<file path="config.mk">
export PLATFORM = sky130hd
export DESIGN_NAME = vga_sync_monitor
export DESIGN_NICKNAME = d
export VERILOG_FILES = /design/src/rtl/vga_sync_monitor.sv
export SDC_FILE = /design/constraint.sdc
export NUM_CORES = 1
export LEC_CHECK = 0
export CAP_MARGIN = 40
export CORE_ASPECT_RATIO = 0.6
export CORE_MARGIN = 2
export CORE_UTILIZATION = 59
export DETAILED_ROUTE_END_ITERATION = 10
export PLACE_DENSITY_LB_ADDON = 0.3
export SETUP_SLACK_MARGIN = 0.02
export SLEW_MARGIN = 20
export SYNTH_ARGS = -nofsm -noshare
export SYNTH_HDL_FRONTEND = slang
export SYNTH_SLANG_ARGS = --single-unit
</file>
<file path="constraint.sdc">
create_clock -name clk -period 8.18 [get_ports clk]
set_input_delay 0.818 -clock clk [delete_from_list [all_inputs] [get_ports clk]]
set_output_delay 0.818 -clock clk [all_outputs]
set_load 0.005 [all_outputs]
</file>
<file path="src/rtl/vga_sync_monitor.sv">
// VGA raster checker: measures line/frame timing from sampled syncs, locks after
// consecutive good frames, and recovers active-area pixel coordinates while locked.
module vga_sync_monitor #(
  parameter int unsigned H_TOTAL     = 800,
  parameter int unsigned V_TOTAL     = 525,
  parameter int unsigned LOCK_FRAMES = 2
) (
  input  logic        clk,
  input  logic        rstN,
  input  logic        pixEn,
  input  logic        hsync,
  input  logic        vsync,
  input  logic        blankN,
  output logic        locked,
  output logic        pixValid,
  output logic [9:0]  pixX,
  output logic [9:0]  pixY,
  output logic        frameStart,
  output logic        lineErr,
  output logic        frameErr,
  output logic        syncLost,
  output logic [10:0] lineLen,
  output logic [10:0] frameLines,
  output logic [1:0]  dbgState
);

  typedef enum logic [1:0] {SEARCH = 2'd0, MEASURE = 2'd1, LOCKED = 2'd2} state_e;

  localparam logic [10:0] H_LEN   = 11'(H_TOTAL);
  localparam logic [10:0] V_LEN   = 11'(V_TOTAL);
  localparam logic [10:0] TIMEOUT = 11'(2 * H_TOTAL - 1);
  localparam logic [2:0]  LOCK_N  = 3'(LOCK_FRAMES);

  state_e      state_q, state_d;
  logic [2:0]  good_cnt_q, good_cnt_d;
  logic        hs_prev_q, hs_prev_d, vs_prev_q, vs_prev_d, bl_prev_q, bl_prev_d;
  logic [10:0] pix_cnt_q, pix_cnt_d, ln_cnt_q, ln_cnt_d;
  logic        line_seen_q, line_seen_d, frame_bad_q, frame_bad_d;
  logic [9:0]  x_cnt_q, x_cnt_d, y_cnt_q, y_cnt_d;
  logic [10:0] line_len_q, line_len_d, frame_lines_q, frame_lines_d;
  logic [9:0]  pix_x_q, pix_x_d, pix_y_q, pix_y_d;
  logic        locked_q, locked_d, pix_valid_q, pix_valid_d, frame_start_q, frame_start_d;
  logic        line_err_q, line_err_d, frame_err_q, frame_err_d, sync_lost_q, sync_lost_d;

  logic        hs_edge, vs_edge, bl_rise, bl_fall, timeout, line_err_w, frame_err_w, frame_good;
  logic [10:0] line_len_new, ln_inc;
  logic [9:0]  pix_x_n;
  logic [2:0]  good_inc;

  always_comb begin
    hs_edge      = pixEn & hs_prev_q & ~hsync;
    vs_edge      = pixEn & vs_prev_q & ~vsync;
    bl_rise      = pixEn & ~bl_prev_q & blankN;
    bl_fall      = pixEn & bl_prev_q & ~blankN;
    timeout      = pixEn & ~hs_edge & (pix_cnt_q == TIMEOUT);
    line_len_new = pix_cnt_q + 11'd1;
    line_err_w   = hs_edge & line_seen_q & (line_len_new != H_LEN);
    // A coincident hsync edge is counted before the frame total is captured.
    ln_inc       = (hs_edge && ln_cnt_q != 11'h7FF) ? ln_cnt_q + 11'd1 : ln_cnt_q;
    frame_err_w  = vs_edge & (state_q != SEARCH) & (ln_inc != V_LEN);
    frame_good   = ~frame_bad_q & ~line_err_w & ~frame_err_w;
    good_inc     = good_cnt_q + 3'd1;
    pix_x_n      = 10'd0;

    hs_prev_d     = hs_prev_q;
    vs_prev_d     = vs_prev_q;
    bl_prev_d     = bl_prev_q;
    pix_cnt_d     = pix_cnt_q;
    ln_cnt_d      = ln_cnt_q;
    line_seen_d   = line_seen_q;
    frame_bad_d   = frame_bad_q;
    x_cnt_d       = x_cnt_q;
    y_cnt_d       = y_cnt_q;
    line_len_d    = line_len_q;
    frame_lines_d = frame_lines_q;
    pix_x_d       = pix_x_q;
    pix_y_d       = pix_y_q;
    pix_valid_d   = 1'b0;
    frame_start_d = 1'b0;
    line_err_d    = 1'b0;
    frame_err_d   = 1'b0;
    sync_lost_d   = 1'b0;
    state_d       = state_q;
    good_cnt_d    = good_cnt_q;

    if (pixEn) begin
      hs_prev_d = hsync;
      vs_prev_d = vsync;
      bl_prev_d = blankN;

      if (hs_edge || timeout) pix_cnt_d = 11'd0;
      else if (pix_cnt_q != 11'h7FF) pix_cnt_d = pix_cnt_q + 11'd1;

      if (hs_edge) begin
        line_seen_d = 1'b1;
        if (line_seen_q) line_len_d = line_len_new;
      end

      ln_cnt_d = ln_inc;
      if (vs_edge) begin
        frame_start_d = 1'b1;
        frame_lines_d = ln_inc;
        ln_cnt_d      = 11'd0;
      end

      line_err_d  = line_err_w;
      frame_err_d = frame_err_w;
      sync_lost_d = timeout;

      if (vs_edge) frame_bad_d = 1'b0;
      else if (line_err_w) frame_bad_d = 1'b1;

      if (bl_rise) x_cnt_d = 10'd0;
      if (bl_fall && y_cnt_q != 10'h3FF) y_cnt_d = y_cnt_q + 10'd1;
      if (vs_edge) y_cnt_d = 10'd0;

      if (blankN && state_q == LOCKED) begin
        pix_x_n     = bl_prev_q ? x_cnt_q : 10'd0;
        pix_valid_d = 1'b1;
        pix_x_d     = pix_x_n;
        pix_y_d     = y_cnt_q;
        x_cnt_d     = (pix_x_n == 10'h3FF) ? pix_x_n : pix_x_n + 10'd1;
      end

      unique case (state_q)
        SEARCH: if (vs_edge) begin
          state_d    = MEASURE;
          good_cnt_d = 3'd0;
        end
        MEASURE: if (vs_edge) begin
          if (frame_good) begin
            good_cnt_d = good_inc;
            if (good_inc == LOCK_N) state_d = LOCKED;
          end else begin
            good_cnt_d = 3'd0;
          end
        end
        LOCKED: if (line_err_w || frame_err_w) state_d = SEARCH;
        default: state_d = SEARCH;
      endcase

      if (timeout) begin
        state_d     = SEARCH;
        line_seen_d = 1'b0;
      end
      // Line measurement restarts from scratch whenever the stream is dropped.
      if (state_d == SEARCH && state_q != SEARCH) line_seen_d = 1'b0;
    end

    locked_d = (state_d == LOCKED);
  end

  always_ff @(posedge clk or negedge rstN) begin
    if (!rstN) begin
      state_q       <= SEARCH;
      good_cnt_q    <= 3'd0;
      hs_prev_q     <= 1'b1;
      vs_prev_q     <= 1'b1;
      bl_prev_q     <= 1'b0;
      pix_cnt_q     <= 11'd0;
      ln_cnt_q      <= 11'd0;
      line_seen_q   <= 1'b0;
      frame_bad_q   <= 1'b0;
      x_cnt_q       <= 10'd0;
      y_cnt_q       <= 10'd0;
      line_len_q    <= 11'd0;
      frame_lines_q <= 11'd0;
      pix_x_q       <= 10'd0;
      pix_y_q       <= 10'd0;
      locked_q      <= 1'b0;
      pix_valid_q   <= 1'b0;
      frame_start_q <= 1'b0;
      line_err_q    <= 1'b0;
      frame_err_q   <= 1'b0;
      sync_lost_q   <= 1'b0;
    end else begin
      state_q       <= state_d;
      good_cnt_q    <= good_cnt_d;
      hs_prev_q     <= hs_prev_d;
      vs_prev_q     <= vs_prev_d;
      bl_prev_q     <= bl_prev_d;
      pix_cnt_q     <= pix_cnt_d;
      ln_cnt_q      <= ln_cnt_d;
      line_seen_q   <= line_seen_d;
      frame_bad_q   <= frame_bad_d;
      x_cnt_q       <= x_cnt_d;
      y_cnt_q       <= y_cnt_d;
      line_len_q    <= line_len_d;
      frame_lines_q <= frame_lines_d;
      pix_x_q       <= pix_x_d;
      pix_y_q       <= pix_y_d;
      locked_q      <= locked_d;
      pix_valid_q   <= pix_valid_d;
      frame_start_q <= frame_start_d;
      line_err_q    <= line_err_d;
      frame_err_q   <= frame_err_d;
      sync_lost_q   <= sync_lost_d;
    end
  end

  assign locked     = locked_q;
  assign pixValid   = pix_valid_q;
  assign pixX       = pix_x_q;
  assign pixY       = pix_y_q;
  assign frameStart = frame_start_q;
  assign lineErr    = line_err_q;
  assign frameErr   = frame_err_q;
  assign syncLost   = sync_lost_q;
  assign lineLen    = line_len_q;
  assign frameLines = frame_lines_q;
  assign dbgState   = state_q;

endmodule
</file>
Word level (Yosys, flattened, before mapping)
Cells that the tools add are included.
{ "totals": {"reg_bits": 100} }
{ "classes": {"add_sub_neg": 5, "n_eq_ne": 13, "n_mux": 35, "bitwise_logic": 24, "reduce_logical": 24} }
{ "ops": {"columns": ["op", "n"], "rows": [
  ["$mux 10", 6],
  ["$mux 11", 4],
  ["$add 11x1->11 const B", 2],
  ["$ne 11x10->1 const B", 2],
  ["$ne 11x11->1 const B", 2],
  ["$add 10x1->10 const B", 2],
  ["$and 1x1->1", 16],
  ["$mux 2", 8],
  ["$reduce_and 2->1", 7],
  ["$mux 1", 12],
  ["$reduce_bool 2->1", 6],
  ["$eq 11x11->1 const B", 1],
  ["$eq 10x10->1 const B", 1],
  ["$ne 10x10->1 const B", 1],
  ["$mux 3", 3],
  ["$not 1->1", 8],
  ["$pmux 2 s3", 1],
  ["$pmux 3 s2", 1],
  ["$eq 2x2->1 const B", 2],
  ["$logic_and 1x1->1", 4],
  ["$logic_not 2->1", 2],
  ["$ne 2x2->1 const B", 2],
  ["$reduce_and 4->1", 1],
  ["$add 3x1->3 const B", 1],
  ["other kinds (5)", 6]
]} }

Logic depth before layout (Yosys ltp)
{ "depth": {"depth_word": 17, "ltp_mapped": 11, "depth_no_buf": 10} }

Worst setup path after synthesis
No wires, ideal clock.
{ "synth_path": {"path_kind": "in2reg", "startpoint": "in pixEn", "endpoint": "reg line_seen_q", "setup_time_ps": 80, "arrival_ps": 2628, "required_time_ps": 8100, "path_slack_ps": 5472, "cell_stages": 8, "cell_sequence": "buf_4 > nand3b_4 > o41a_1 > a41o_1 > nor4b_2 > a31oi_2 > o311a_1 > nor3_2"} }
{ "synth_via": {"elab_chain_len": 17, "word_cells_on_any_way": 32, "cone_classes": "eq/ne: 1; mux: 10; bitwise: 15; reduce/logical: 6"} }
{ "synth_lines": {"columns": ["element", "line", "rtl"], "rows": [
  ["start: declaration", "10", "input logic pixEn,"],
  ["$and 1x1->1 (2 in a row)", "51", "hs_edge = pixEn & hs_prev_q & ~hsync;"],
  ["$logic_and 1x1->1", "59", "ln_inc = (hs_edge && ln_cnt_q != 11'h7FF) ? ln_cnt_q + 11'd1 : ln_cnt_q;"],
  ["$mux 11", "59", null],
  ["$ne 11x10->1", "60", "frame_err_w = vs_edge & (state_q != SEARCH) & (ln_inc != V_LEN);"],
  ["$and 1x1->1", "60", null],
  ["$not 1->1", "61", "frame_good = ~frame_bad_q & ~line_err_w & ~frame_err_w;"],
  ["$and 1x1->1", "61", null],
  ["$mux 2", "131", "if (frame_good) begin"],
  ["$mux 2", "130", "MEASURE: if (vs_edge) begin"],
  ["$pmux 2 s3", "125", "unique case (state_q)"],
  ["$mux 2", "142", "if (timeout) begin"],
  ["$mux 2", "86", "if (pixEn) begin"],
  ["$logic_not 2->1", "147", "if (state_d == SEARCH && state_q != SEARCH) line_seen_d = 1'b0;"],
  ["$logic_and 1x1->1", "147", null],
  ["$reduce_bool 3->1 (no line)", null, null],
  ["$reduce_and 2->1 (no line)", null, null],
  ["end signal: assignment", "184", "line_seen_q <= line_seen_d;"],
  ["end: declaration", "38", "logic line_seen_q, line_seen_d, frame_bad_q, frame_bad_d;"]
]} }
Several ways; a longest one is shown, not always the timed one. The select of a mux whose other input is x is not followed.
A chain may end at the register's enable or synchronous reset.

Worst setup path after layout
{ "layout_path": {"startpoint": "in pixEn", "endpoint": "reg state_q[1] (netlist: dbgState[1])"} }
{ "layout_via": {"elab_chain_len": 14, "word_cells_on_any_way": 27, "cone_classes": "eq/ne: 1; mux: 9; bitwise: 15; reduce/logical: 2"} }
{ "layout_lines": {"columns": ["element", "line", "rtl"], "rows": [
  ["$and 1x1->1 (2 in a row)", "51", null],
  ["$logic_and 1x1->1", "59", null],
  ["$mux 11", "59", null],
  ["$ne 11x10->1", "60", null],
  ["$and 1x1->1", "60", null],
  ["$not 1->1", "61", null],
  ["$and 1x1->1", "61", null],
  ["$mux 2", "131", null],
  ["$mux 2", "130", null],
  ["$pmux 2 s3", "125", null],
  ["$mux 2", "142", null],
  ["$mux 2", "86", null],
  ["$mux 2 (*)", "86", null],
  ["via state_d[1]", "34", "state_e state_q, state_d;"],
  ["end signal: assignment", "177", "state_q <= state_d;"],
  ["end: declaration", "34", null]
]} }
Mark *: on every way through the listed nets, which the timed path passes. The rest lies on a longest branch. The select of a mux whose other input is x is not followed.

==> flow_metrics.tcl <==
set metrics [dict create \
    leakagePower_nw 2.48 \
    drv.max_cap_violation_count 0 \
    cp_num_cells 7 \
    worstMarginPinSlew_ns 0.732 \
    gr-usage-all-layers 0.252 \
    clock-skew-final_ns 0.00804 \
    core_area_um2 7880 \
    crit_path_arrival_time_ns 4.09 \
    num-fill-cells 597 \
    crit_chain "clkdlybuf4s50_1, nand2_1, clkinv_1, o21ai_0, a31oi_2, o41ai_1, a32o_1" \
    worst-setup-path-type "input port to register" \
    diodes 0 \
    outcome "complete, no violations" \
    unrepaired_setup_endpoints_after_global_routing "no" \
    cts.repair_timing.setup_buffer_count 0 \
    globalRouteOverflowTotal 0 \
    async_flop_share 1.00 \
    critical_path.startpoint_type "input port" \
    critical_path.top_delay_family "buffers and inverters" \
    synth_nets 505 \
    clock-sinks 100 \
    viasPerCell 5.88 \
    grt_antenna_before_repair 0 \
    synthDistinctLibCells 66 \
    clock_tree.buffer_depth 2 \
    dieWidth_um 120 \
    number_of_remaining_drc_errors 0 \
    worst_path_largest_cell_delay_ns 0.78 \
    syn_to_final_growth_pct 18.5 \
    place_hpwl_um 7110 \
    synth.yosys.seq_area_share 0.523 \
    cts.root.buffer_cell "sky130_fd_sc_hd__clkbuf_16" \
    synth.ff_latch_count 100 \
    via_count_of_the_first_global_routing_pass 3564 \
    clk_pin_slew_worst_paths_ns 0.06 \
    dr.first_iter.drc_count 342 \
    cts-hold-fix-buffers 0 \
    ctsHtreeMaxLevel 3 \
    netlist_area_um2 4790 \
    worst-endpoint-required_ns 8.46 \
    post_route_cells_drive_above_1_share 0.0627 \
    cts_inserted_buffers 9 \
    critical_path_buf_inv_count 2 \
    crit_fanout 27 \
    nNetsFinal 551 \
    finalCoreUtilization 0.720 \
    grt_start_max_net_pins 59 \
    timing.final.max_slew_violations 0 \
    initial_utilization 0.608 \
    portBuffers 55 \
    powerDensity_nw_per_um2 202 \
    max_slew_margin 0.509 \
    postSynthCellCount 493 \
    report.final.hold_viol_count 0 \
    core.rowCount 25 \
    most_common_cell_after_layout_fill_and_taps_aside "sky130_fd_sc_hd__dfrtp_1" \
    gp_congestion 0.895 \
    routed_wirelength_um 10400 \
    clock_insertion_delay_worst_skew_ns 0.35 \
    first_pass_iters 5 \
    via_count 3825 \
    setup.worst_path.end_class "register" \
    chipHeight_um 73.8 \
    max_freq_ghz 0.263 \
    postCtsResizedCells 0 \
    global_route_wire_length_before_repair_um 17400 \
    die-area_um2 8880 \
    post_drt_wl_per_cell_um 15.9 \
    synthFlopType "sky130_fd_sc_hd__dfrtp_1" \
    synth_warnings 0 \
    cp_slowest_cell "sky130_fd_sc_hd__clkinv_1" \
    peakVddDrop_mv 0.147 \
    period_minus_slack_ns 3.80 \
    final-setup-viol-count 0 \
    antenna_left 0 \
    r2r.worst_path.cells 8 \
    tns_ns 0 \
    synthesis.area_per_instance_um2 9.72 \
    clock_tree_from_tritoncts "yes" \
    min_period_over_period 0.465 \
    synth_edf_count 0 \
    ioPinCount 56 \
    class_of_the_tightest_hold_or_removal_check "input port to asynchronous set/reset pin" \
    mostFrequentLayoutCells "98 x sky130_fd_sc_hd__dfrtp_1, 85 x sky130_fd_sc_hd__nand2_1, 54 x sky130_fd_sc_hd__o21ai_0, 54 x sky130_fd_sc_hd__clkdlybuf4s50_1, 36 x sky130_fd_sc_hd__nor2_1" \
]
## layout make-up
cell class / instances / area, um2 / area share
Multi-Input combinational cell: 357 / 2140 / 0.377
Clock inverter: 2 / 12.5 / 0.00220
Clock buffer: 12 / 246 / 0.0434
Timing Repair Buffer: 57 / 583 / 0.103
Inverter: 14 / 52.6 / 0.00926
Tap cell: 108 / 135 / 0.0238
Sequential cell: 100 / 2500 / 0.441
## cell families after synthesis
| kind of cell | after synthesis | share of synthesized area |
|---|---|---|
| AND/OR/NAND/NOR | 208 | 0.220 |
| AO/OA/AOI/OAI | 110 | 0.147 |
| flip-flops | 100 | 0.523 |
| buffers and inverters | 36 | 0.0300 |
| XOR/XNOR | 22 | 0.0402 |
| multiplexers | 11 | 0.0248 |
| adder cells (fa/ha/maj) | 6 | 0.0157 |
## routing by layer
metal	vias up	wire, um	global-route usage	share of wire
met5	-	0	0	0
li1	1829	-	-	-
met3	19	705	0.0823	0.068
met2	143	4510	0.365	0.43
met4	0	176	0.0827	0.017
met1	1834	4980	0.361	0.48
## cell usage after synthesis, drive strengths merged, types with 3 or more instances
cell type | n | share of area
xor2 | 9 | 0.016
mux2i | 4 | 0.0084
nand4 | 8 | 0.014
nor4b | 3 | 0.0068
a21o | 3 | 0.0047
xnor2 | 13 | 0.024
nor3b | 4 | 0.0073
and3 | 5 | 0.0065
buf | 6 | 0.0065
dfrtp | 98 | 0.51
o31ai | 5 | 0.0089
clkbuf | 16 | 0.013
inv | 12 | 0.0094
nand3b | 3 | 0.0073
or3 | 7 | 0.0094
nor2b | 4 | 0.0052
and2 | 4 | 0.0052
a21oi | 15 | 0.016
nand2b | 9 | 0.012
a31oi | 3 | 0.0052
and4 | 5 | 0.0091
mux2 | 7 | 0.016
nand3 | 21 | 0.023
o21ai | 57 | 0.060
nand2 | 85 | 0.067
ha | 6 | 0.016
nor3 | 8 | 0.0094
nor2 | 36 | 0.028
a32o | 7 | 0.015
## final timing paths
check | start | slack (ns) | end
worst max-delay path | pixEn | 4.38 | dbgState[1]$_DFF_PN0_
worst min-delay path | rstN | 0.29 | frameLines[6]$_DFFE_PN0P_
worst max register to register | ln_cnt_q[0]$_DFFE_PN0P_ | 5.19 | dbgState[1]$_DFF_PN0_
worst min register to register | pixX[5]$_DFFE_PN0P_ | 0.47 | pixX[5]$_DFFE_PN0P_
max in group asynchronous | rstN | 6.89 | vs_prev_q$_DFFE_PN1P_
min in group clk | pixX[5]$_DFFE_PN0P_ | 0.47 | pixX[5]$_DFFE_PN0P_
## state kept, by name (all words and copies together), names as in the netlist, 2 cells and up
name,cells
dbgState,2
frameLines,11
good_cnt_q,3
lineLen,11
ln_cnt_q,11
pixX,10
pixY,10
pix_cnt_q,11
x_cnt_q,10
y_cnt_q,10
## where the power goes
group          internal [mW]  switching (mW)
clock                  0.211           0.174
sequential             0.541          0.0519
combinational         0.0870          0.0808
total                  0.839           0.307
## per-stage QoR
step	worst slack [ns]	cell area [um2]	hold WS, ns	instances	total power [mW]
floorplan	5.47	4790	0.463	493	0.685
global placement	4.13	5390	0.450	635	0.760
detailed placement	4.01	5420	0.464	636	0.770
CTS	4.40	5680	0.286	650	1.15
global route	4.05	5680	0.285	650	1.20
finish	4.38	5680	0.292	650	1.15
Power figures use the tool's default switching activity.
